--- config.mk ---
export PLATFORM = sky130hd
export DESIGN_NAME = output_port_arbiter
export DESIGN_NICKNAME = d
export VERILOG_FILES = /design/src/rtl/router_pkg.sv /design/src/rtl/rr_pick.sv /design/src/rtl/output_port_arbiter.sv
export SDC_FILE = /design/constraint.sdc
export NUM_CORES = 1
export LEC_CHECK = 0
export ABC_AREA = 0
export CAP_MARGIN = 30
export CORE_ASPECT_RATIO = 1.4
export CORE_MARGIN = 5
export CORE_UTILIZATION = 30
export DETAILED_ROUTE_END_ITERATION = 10
export HOLD_SLACK_MARGIN = 0.15
export SKIP_CTS_REPAIR_TIMING = 1
export SLEW_MARGIN = 30
export SYNTH_ARGS = -nofsm -noshare
export SYNTH_HDL_FRONTEND = slang
export SYNTH_HIERARCHICAL = 1
export SYNTH_SLANG_ARGS = --single-unit
--- constraint.sdc ---
create_clock -name clk -period 4.91 [get_ports clk]
set_input_delay 0.7365 -clock clk [delete_from_list [all_inputs] [get_ports clk]]
set_output_delay 0.7365 -clock clk [all_outputs]
set_load 0.02 [all_outputs]
--- src/rtl/router_pkg.sv ---
// ============================================================================
// Module  : router_pkg
// Purpose : Shared router types and port-index constants.
// Revision: 1.0 - initial release
// ============================================================================
`default_nettype none

package router_pkg;

  typedef enum logic [0:0] {
    IDLE   = 1'b0,
    LOCKED = 1'b1
  } arb_state_t;

  localparam int PORT_LOCAL = 0;
  localparam int PORT_N     = 1;
  localparam int PORT_E     = 2;
  localparam int PORT_S     = 3;
  localparam int PORT_W     = 4;

endpackage

`default_nettype wire

--- src/rtl/rr_pick.sv ---
// ============================================================================
// Module  : rr_pick
// Purpose : Combinational round-robin picker, one-hot at first request after last.
// Revision: 1.0 - initial release
// ============================================================================
`default_nettype none

module rr_pick #(
  parameter  int N  = 5,
  localparam int IW = (N > 1) ? $clog2(N) : 1
) (
  input  logic [N-1:0]  req,
  input  logic [IW-1:0] last,
  output logic [N-1:0]  pick
);

  logic [IW-1:0] idx;
  logic          found;

  // Walk the ring starting just after the previous owner; first hit wins.
  always_comb begin
    pick  = '0;
    found = 1'b0;
    idx   = last;
    for (int k = 0; k < N; k++) begin
      idx = (idx == IW'(N - 1)) ? '0 : idx + IW'(1);
      if (!found && req[idx]) begin
        pick[idx] = 1'b1;
        found     = 1'b1;
      end
    end
  end

endmodule

`default_nettype wire

--- src/rtl/output_port_arbiter.sv ---
// ============================================================================
// Module  : output_port_arbiter
// Purpose : Packet-granular round-robin arbiter feeding a one-entry output
//           register. Optional lock timeout enabled by ARB_TIMEOUT_EN.
// Revision: 1.0 - initial release
// ============================================================================
`default_nettype none

module output_port_arbiter
  import router_pkg::*;
#(
  parameter int N_PORTS = 5,
  parameter int WIDTH   = 32,
  parameter int TIMEOUT = 255
) (
  input  logic                            clk,
  input  logic                            rst_n,
  input  logic [N_PORTS-1:0]              in_req,
  input  logic [N_PORTS-1:0][WIDTH-1:0]   in_data,
  input  logic [N_PORTS-1:0]              in_tail,
  output logic [N_PORTS-1:0]              in_ack,
  output logic                            out_req,
  output logic [WIDTH-1:0]                out_data,
  output logic                            out_tail,
  input  logic                            out_ack,
  output logic [N_PORTS-1:0]              grant,
  output logic                            err_timeout
);

  localparam int IW = (N_PORTS > 1) ? $clog2(N_PORTS) : 1;

  arb_state_t         state;
  logic [IW-1:0]      last;
  logic [IW-1:0]      owner;
  logic [N_PORTS-1:0] pick;
  logic               out_free;
  logic               xfer;
  logic               xfer_tail;
  logic               hit;

  rr_pick #(.N(N_PORTS)) u_rr_pick (
    .req  (in_req),
    .last (last),
    .pick (pick)
  );

  always_comb begin
    owner = '0;
    for (int i = 0; i < N_PORTS; i++) begin
      if (grant[i]) owner = IW'(i);
    end
  end

  // Accept only when the output register is empty or draining this cycle,
  // and never on the cycle the lock is being forcibly dropped.
  assign out_free  = !out_req || out_ack;
  assign in_ack    = (state == LOCKED && out_free && !hit) ? grant : '0;
  assign xfer      = |(in_req & in_ack);
  assign xfer_tail = xfer && in_tail[owner];

`ifdef ARB_TIMEOUT_EN
  localparam int CW = $clog2(TIMEOUT + 1);
  logic [CW-1:0] idle_cnt;

  assign hit         = (state == LOCKED) && (idle_cnt == CW'(TIMEOUT));
  assign err_timeout = hit;

  always_ff @(posedge clk or negedge rst_n) begin
    if (!rst_n) begin
      idle_cnt <= '0;
    end else if (state == IDLE || xfer) begin
      idle_cnt <= '0;
    end else if (!hit) begin
      idle_cnt <= idle_cnt + CW'(1);
    end
  end
`else
  assign hit         = 1'b0;
  assign err_timeout = 1'b0;
`endif

  always_ff @(posedge clk or negedge rst_n) begin
    if (!rst_n) begin
      state <= IDLE;
      grant <= '0;
      last  <= IW'(N_PORTS - 1);
    end else begin
      case (state)
        IDLE: begin
          if (|in_req) begin
            grant <= pick;
            state <= LOCKED;
          end
        end
        LOCKED: begin
          if (xfer_tail || hit) begin
            last  <= owner;
            grant <= '0;
            state <= IDLE;
          end
        end
        default: begin
          grant <= '0;
          state <= IDLE;
        end
      endcase
    end
  end

  always_ff @(posedge clk or negedge rst_n) begin
    if (!rst_n) begin
      out_req  <= 1'b0;
      out_data <= '0;
      out_tail <= 1'b0;
    end else if (xfer) begin
      out_req  <= 1'b1;
      out_data <= in_data[owner];
      out_tail <= in_tail[owner];
    end else if (out_ack) begin
      out_req  <= 1'b0;
    end
  end

endmodule

`default_nettype wire

==> results of run 1 <==
## state kept, by name, summed over array words and instances, names as in the netlist
signal    cells
grant         5
out_data     32
out_tail      1
out_req       1
state         1
last          3
## placed cells by master (no fill, tap or decap), types with 3 or more instances in the layout
master and n:
a2111o_1 3, a211o_1 3, a211oi_1 31, a21boi_0 29, a21o_1 7, a21oi_1 16, a221o_1 3, a221oi_1 3
a22oi_1 5, and2_1 3, and3_1 31, buf_4 12, clkbuf_16 5, clkdlybuf4s50_1 215, dfrtp_1 42, ha_1 6
inv_1 12, mux2i_1 10, nand2_1 46, nand2b_1 12, nand3_1 12, nand3b_1 3, nand4_1 3, nor2_1 22
nor2b_1 6, nor3_1 11, nor3b_1 3, o211ai_1 4, o21ai_0 7, o21ai_1 4, o221ai_1 30, o22ai_1 3
o31a_1 3, o31ai_1 34
## critical path: stages (launching register included)
cell and delay, ns:
dfrtp_1 0.62, inv_1 0.15, ha_1 0.30, a21oi_1 0.30
inv_1 0.08, ha_1 0.24, or4_4 0.44, and4_4 0.23
a211oi_4 0.36, a21oi_2 0.17, mux2i_1 0.16, a211o_1 0.39
a211o_1 0.36, o311ai_2 0.25, mux2i_1 0.11, nor2_1 0.11
## cells by family (layout without fill, tap and decap cells)
kind of cell	count (synthesis)	count (layout)	synth area share [%]
compound gates	217	217	39.87
xor+xnor	2	2	0.4084
fa+ha+maj	6	6	1.750
buf+inv	64	249	8.107
flops	43	43	25.11
mux	13	13	3.383
other cells	1	1	0.08741
simple gates	170	170	21.29
## synthesized netlist by cell type, types with 7 or more instances
cell	instances	area, sq um
a211oi_1	31	232.7
a21oi_1	16	80.08
nand3_1	12	60.06
o21ai_0	7	35.03
a21boi_0	29	217.7
buf_6	10	112.6
and3_1	31	193.9
o221ai_1	30	262.8
buf_2	20	100.1
nand2_1	46	172.7
a21o_1	7	52.55
nor3_1	11	55.05
nor2_1	22	82.58
nand2b_1	12	75.07
mux2i_1	10	100.1
o31ai_1	34	255.2
inv_1	13	48.80
clkbuf_1	18	67.56
dfrtp_1	42	1051
## how the worst max path moves through the flow
stage	end	slack [ns]	cells past startpoint
final	grant[2]$_DFFE_PN0P_	0.57	15
after global routing	grant[3]$_DFFE_PN0P_	0.37	15
after CTS	grant[2]$_DFFE_PN0P_	0.63	15
after detailed placement	grant[2]$_DFFE_PN0P_	0.65	15
after global placement	grant[3]$_DFFE_PN0P_	0.81	15
after floorplan	grant[3]$_DFFE_PN0P_	0.97	16
## report_power, final
group | internal (mW) | total, mW | leakage, nW | switching, mW
combinational | 1.65 | 4.00 | 1.97 | 2.36
clock | 0.188 | 0.328 | 0.0679 | 0.140
sequential | 0.539 | 0.720 | 0.528 | 0.182
total | 2.37 | 5.05 | 2.56 | 2.68
## layout make-up
class	count	area share, %
Multi-Input combinational cell	409	43.38
Clock inverter	1	0.07574
Tap cell	185	3.503
Clock buffer	7	2.007
Inverter	14	0.7953
Sequential cell	43	16.30
Timing Repair Buffer	227	33.93
## layer usage
layer | track usage [%] | wire [microns] | vias to the layer above
met5 | 0 | 0 | -
met4 | 5.965 | 297 | 0
met3 | 5.880 | 1434 | 17
met2 | 40.67 | 10260 | 232
met1 | 25.58 | 7532 | 2423
li1 | - | - | 2386
==> results.json, run 1 <==
{
  "outcome": "completed",
  "area_delta_synth_final_pct": 54.01,
  "die_w_microns": 111.1,
  "clk-insertion-delay-late_ns": 0.28,
  "fin_setup_tns_ns": 0,
  "maxSlewHeadroom_pct": 47.97,
  "drt_pass1_iterations": 5,
  "track_usage_pct": 22.16,
  "place_congestion": 0.9339,
  "worst_pin_slew_ns": 0.7805,
  "vias_per_cell": 5.709,
  "cp-end-kind": "flop",
  "maxCapViolCount": 0,
  "syn_inst": 516,
  "antenna_cells": 0,
  "utilization_pct": 47.28,
  "critPathMaxFanout": 16,
  "nets": 879,
  "synth_edf_count": 0,
  "ys.flop_type": "dfrtp_1",
  "hold_viol": 0,
  "post-route-cell-area_sq_um": 6608,
  "ant_nets": 0,
  "dieArea_sq_um": 16830,
  "min_path_type": "input port to asynchronous set/reset pin",
  "drive_above_1_share_pct": 6.705,
  "rrSetupSlack_ns": 0.57,
  "wirelength_microns": 19520,
  "critPathArrivalTime_ns": 4.55,
  "vdd_drop_max_v": 0.0003057,
  "fp-row-count": 51,
  "dp_hpwl_microns": 15140,
  "hold_slack_ns": 0.4469,
  "fillers": 1349,
  "timing.final.crit_share_pct": 88.30,
  "grt_max_degree": 67,
  "crit_required_ns": 5.13,
  "regToRegStartpoint": "last[0]$_DFFE_PN0P_",
  "rsz0062_at_grt": "false",
  "drc_errors": 0,
  "vias": 5058,
  "ys_ff_latch": 43,
  "fmax_ghz": 0.2307,
  "pre_cts_ws_ns": 0.6520,
  "yosysWarnings": 6,
  "finClkSkew_ns": 0.005590,
  "timing.rr.end": "grant[2]$_DFFE_PN0P_",
  "cts.path.max_buffers": 2,
  "dpl-instance-area_sq_um": 6470,
  "first_global_vias": 5151,
  "dp.cells": 878,
  "grt_pass1_wl_microns": 29210,
  "ff_latch_area_sq_um": 1077,
  "start_kind": "flop",
  "grt_overflow": 0,
  "syn_nets": 695,
  "wire_per_inst_microns": 22.03,
  "io_buffers": 216,
  "path_class": "flop to flop",
  "cts_tree": "done",
  "synthesis.area_sq_um": 4290,
  "synth.avg_cell_area_sq_um": 8.315,
  "clock-root-buffer": "clkbuf_16",
  "antenna_found_initial": 0,
  "synth_cell_types": 77,
  "cp-startpoint": "last[0]$_DFFE_PN0P_",
  "ys_async_sr_fraction_pct": 100.0,
  "start_util_pct": 30.70,
  "finalSetupViolCount": 0,
  "fin_cells": 886,
  "p_total_mw": 5.051,
  "cts_buffers": 5,
  "seq_area_frac_synth_pct": 25.11,
  "p_leak_nw": 2.565,
  "h-tree-depth": 2,
  "coreArea_sq_um": 13970,
  "ios": 218,
  "drt-initial-drc-count": 283,
  "power_density_nw_per_um2": 764.4,
  "die_y_microns": 151.5,
  "multi_input_area_sq_um": 2867,
  "min_period_ns": 4.335,
  "slew_violations": 0,
  "cts.clk_slew.worst_paths_ns": 0.06,
  "fin_ws_ns": 0.5745,
  "reg2reg_depth": 15,
  "cts_sinks": 43
}
Power figures use the tool's default switching activity.
==> run 2: changes to the inputs <==
--- a/config.mk
+++ b/config.mk
@@ -5,7 +5,7 @@
 export SDC_FILE = /design/constraint.sdc
 export NUM_CORES = 1
 export LEC_CHECK = 0
-export ABC_AREA = 0
+export ABC_AREA = 1
 export CAP_MARGIN = 30
 export CORE_ASPECT_RATIO = 1.4
 export CORE_MARGIN = 5
==> run 2 against run 1 <==
  * Area after synthesis down 2.9%
  * Clock power up 2%
  * Total power down 12%
  * Clock skew about the same
  * Setup slack better by 1.2 ns
  * Core utilization about the same
  * Routed wire length down 2.5%
  * Combinational power down 13%
  * Critical endpoint is now grant[4]$_DFFE_PN0P_
  * Largest cell class unchanged
  * Highest routed layer unchanged
==> results.json, run 2 <==
{
  "largestRegisters": "out_data x32, grant x5, last x3",
  "path_cells": "inv_1 > ha_1 > inv_1 > ha_1 > nand4_1 > nand2_2 > nand3_2 > nand2_4 > nand2_4 > inv_2 > nand2_1 > nand2_1 > nand3_1 > nor3_2 > nand2_1 > nand2_2 > nand3_1 > nand2_1 > nand2_1 > nand2_1",
  "fin_setup_tns_ns": 0,
  "internal_power_mw": 1.953,
  "path_delay_family": "simple AND/OR/NAND/NOR gates",
  "maxSlewHeadroom_pct": 39.46,
  "p_leak_nw": 2.912,
  "die_w_microns": 109.6,
  "antenna_found_initial": 1,
  "yosysWarnings": 6,
  "min_period_ns": 3.137,
  "grt_pass1_wl_microns": 28590,
  "power_density_nw_per_um2": 685.4,
  "finalSetupViolCount": 0,
  "maxCapViolCount": 0,
  "syn_inst": 679,
  "final_common_cell": "clkdlybuf4s50_1",
  "finClkSkew_ns": 0.006062,
  "rrSetupSlack_ns": 1.77,
  "grt_overflow": 0,
  "p_switching_mw": 2.512,
  "h-tree-depth": 2,
  "timing.final.crit_share_pct": 63.89,
  "dp_hpwl_microns": 13940,
  "vias_per_cell": 5.081,
  "drc_errors": 0,
  "syn_nets": 858,
  "vias": 5350,
  "p_sw_share_pct": 56.27,
  "top_register": "out_data",
  "ios": 218,
  "synth_area_leader_cell": "dfrtp_1",
  "start_kind": "flop",
  "drt_pass1_iterations": 6,
  "synth.avg_cell_area_sq_um": 6.133,
  "final_cell_mix": "215 x clkdlybuf4s50_1, 122 x a21oi_1, 108 x nor2_1",
  "drt-initial-drc-count": 372,
  "wirelength_microns": 19040,
  "yosysMostFrequentCell": "a21oi_1",
  "largest_register_ffs": 32,
  "io_buffers": 216,
  "nets": 1045,
  "fp-row-count": 51,
  "cts_buffers": 5,
  "clock-root-buffer": "clkbuf_16",
  "crit_required_ns": 5.13,
  "utilization_pct": 47.27,
  "synthTopCellsByCount": "122 x a21oi_1, 108 x nor2_1, 104 x nand2_1",
  "synthesis.area_sq_um": 4164,
  "grt_max_degree": 61,
  "critPathMaxFanout": 12,
  "dieArea_sq_um": 16370,
  "path_common_cell": "nand2_1",
  "outcome": "completed",
  "yosysTopAreaCellShare_pct": 25.24,
  "crit_buf_inv": 3,
  "cts.path.max_buffers": 2,
  "rsz0062_at_grt": "false",
  "cts_tree": "done",
  "combinationalPowerShare_pct": 78.0,
  "ant_nets": 0,
  "seq_area_frac_synth_pct": 25.87,
  "path_class": "flop to flop",
  "cts_sinks": 43,
  "critPathArrivalTime_ns": 3.36,
  "area_delta_synth_final_pct": 56.46,
  "min_path_type": "input port to asynchronous set/reset pin",
  "regToRegStartpoint": "last[0]$_DFFE_PN0P_",
  "yosys-top-cells-area": "dfrtp_1 25%, a21oi_1 15%, nor2_1 9.7%",
  "ys.flop_type": "dfrtp_1",
  "coreArea_sq_um": 13780,
  "synth_cell_types": 34,
  "track_usage_pct": 22.26,
  "cp-startpoint": "last[0]$_DFFE_PN0P_",
  "synth_edf_count": 0,
  "die_y_microns": 149.4,
  "clk-insertion-delay-late_ns": 0.29,
  "start_util_pct": 30.21,
  "wire_per_inst_microns": 18.08,
  "worst_pin_slew_ns": 0.9072,
  "slew_violations": 0,
  "cp-end-kind": "flop",
  "hold_viol": 0,
  "vdd_drop_max_v": 0.0005546,
  "place_congestion": 0.9256,
  "drive_above_1_share_pct": 7.728,
  "first_global_vias": 5226,
  "cpPeakStageDelay_ns": 0.45,
  "ys_ff_latch": 43,
  "p_seq_share_pct": 14.5,
  "fmax_ghz": 0.3188,
  "cp_slowest_cell": "dfrtp_1",
  "clockPowerShare_pct": 7.5,
  "ys_async_sr_fraction_pct": 100.0,
  "cts.clk_slew.worst_paths_ns": 0.07
}
[run 2: cell types whose count changed after synthesis, moves of 30 or more]
cell	previous run	this run
o31ai_1	34	0
and3_1	31	0
inv_1	13	63
a21oi_1	16	122
nand3_1	12	44
a211oi_1	31	0
o221ai_1	30	0
nor2_1	22	108
o21ai_0	7	60
nand2_1	46	104
[run 2: worst reg2reg max path: cells and delay by family (launching register included)]
family	cells	cell delay (ns)
fa+ha+maj	2	0.54
buf+inv	3	0.39
flops	1	0.45
simple gates	15	1.70
[run 2: final timing paths]
path,end,depth (start not counted)
min reg2reg,out_data[6]$_DFFE_PN0P_,2
max in group asynchronous,grant[4]$_DFFE_PN0P_,1
max,grant[4]$_DFFE_PN0P_,20
min in group clk,out_data[6]$_DFFE_PN0P_,2
max reg2reg,grant[4]$_DFFE_PN0P_,20
min,out_data[9]$_DFFE_PN0P_,1
[run 2: layer usage]
metal | wire length [microns] | global-route usage (%) | part of all wire [%]
met5 | 0 | 0 | 0
met4 | 312 | 6.051 | 1.6
met3 | 1522 | 4.981 | 8.0
met2 | 9567 | 38.88 | 50
met1 | 7641 | 27.18 | 40
[run 2: metrics by stage]
stage / cells / hold slack (ns) / instance area (sq um) / power [mW] / worst slack (ns)
floorplan: 679 / 0.4409 / 4164 / 3.101 / 2.230
global placement: 1044 / 0.4640 / 6370 / 4.076 / 1.523
detailed placement: 1044 / 0.4712 / 6375 / 4.123 / 1.837
CTS: 1052 / 0.4794 / 6513 / 4.476 / 1.822
global route: 1053 / 0.4956 / 6515 / 4.890 / 1.492
finish: 1053 / 0.4408 / 6515 / 4.465 / 1.773
[run 2: power groups by stage]
stage | logic (mW) | registers (mW) | clock network [mW]
2_1_floorplan | 2.28 | 0.816 | 0
3_3_place_gp | 3.43 | 0.647 | 0
3_5_place_dp | 3.47 | 0.654 | 0
4_1_cts | 3.48 | 0.647 | 0.347
5_1_grt | 3.86 | 0.666 | 0.359
6_report | 3.48 | 0.648 | 0.333
[run 2: final cells by class]
| type | count | area, sq um |
|---|---|---|
| repair buffers | 220 | 2190 |
| inverters | 74 | 282.8 |
| clock inverters | 1 | 5.005 |
| flip-flops and latches | 43 | 1079 |
| fillers | 1458 | 7268 |
| diodes | 1 | 2.502 |
| well taps | 185 | 231.5 |
| multi-input cells | 522 | 2592 |
| clock buffers | 7 | 132.6 |
[run 2: logic make-up (layout without fill, tap and decap cells)]
family / Yosys count / after routing / share of synthesized area [%]
and+or+nand+nor: 311 / 311 / 35.16
DFF: 43 / 43 / 25.87
other: 1 / 2 / 0.09006
adders and majority gates: 6 / 6 / 1.803
AOI/OAI and AO/OA: 204 / 204 / 25.21
buffers and inverters: 114 / 302 / 11.87
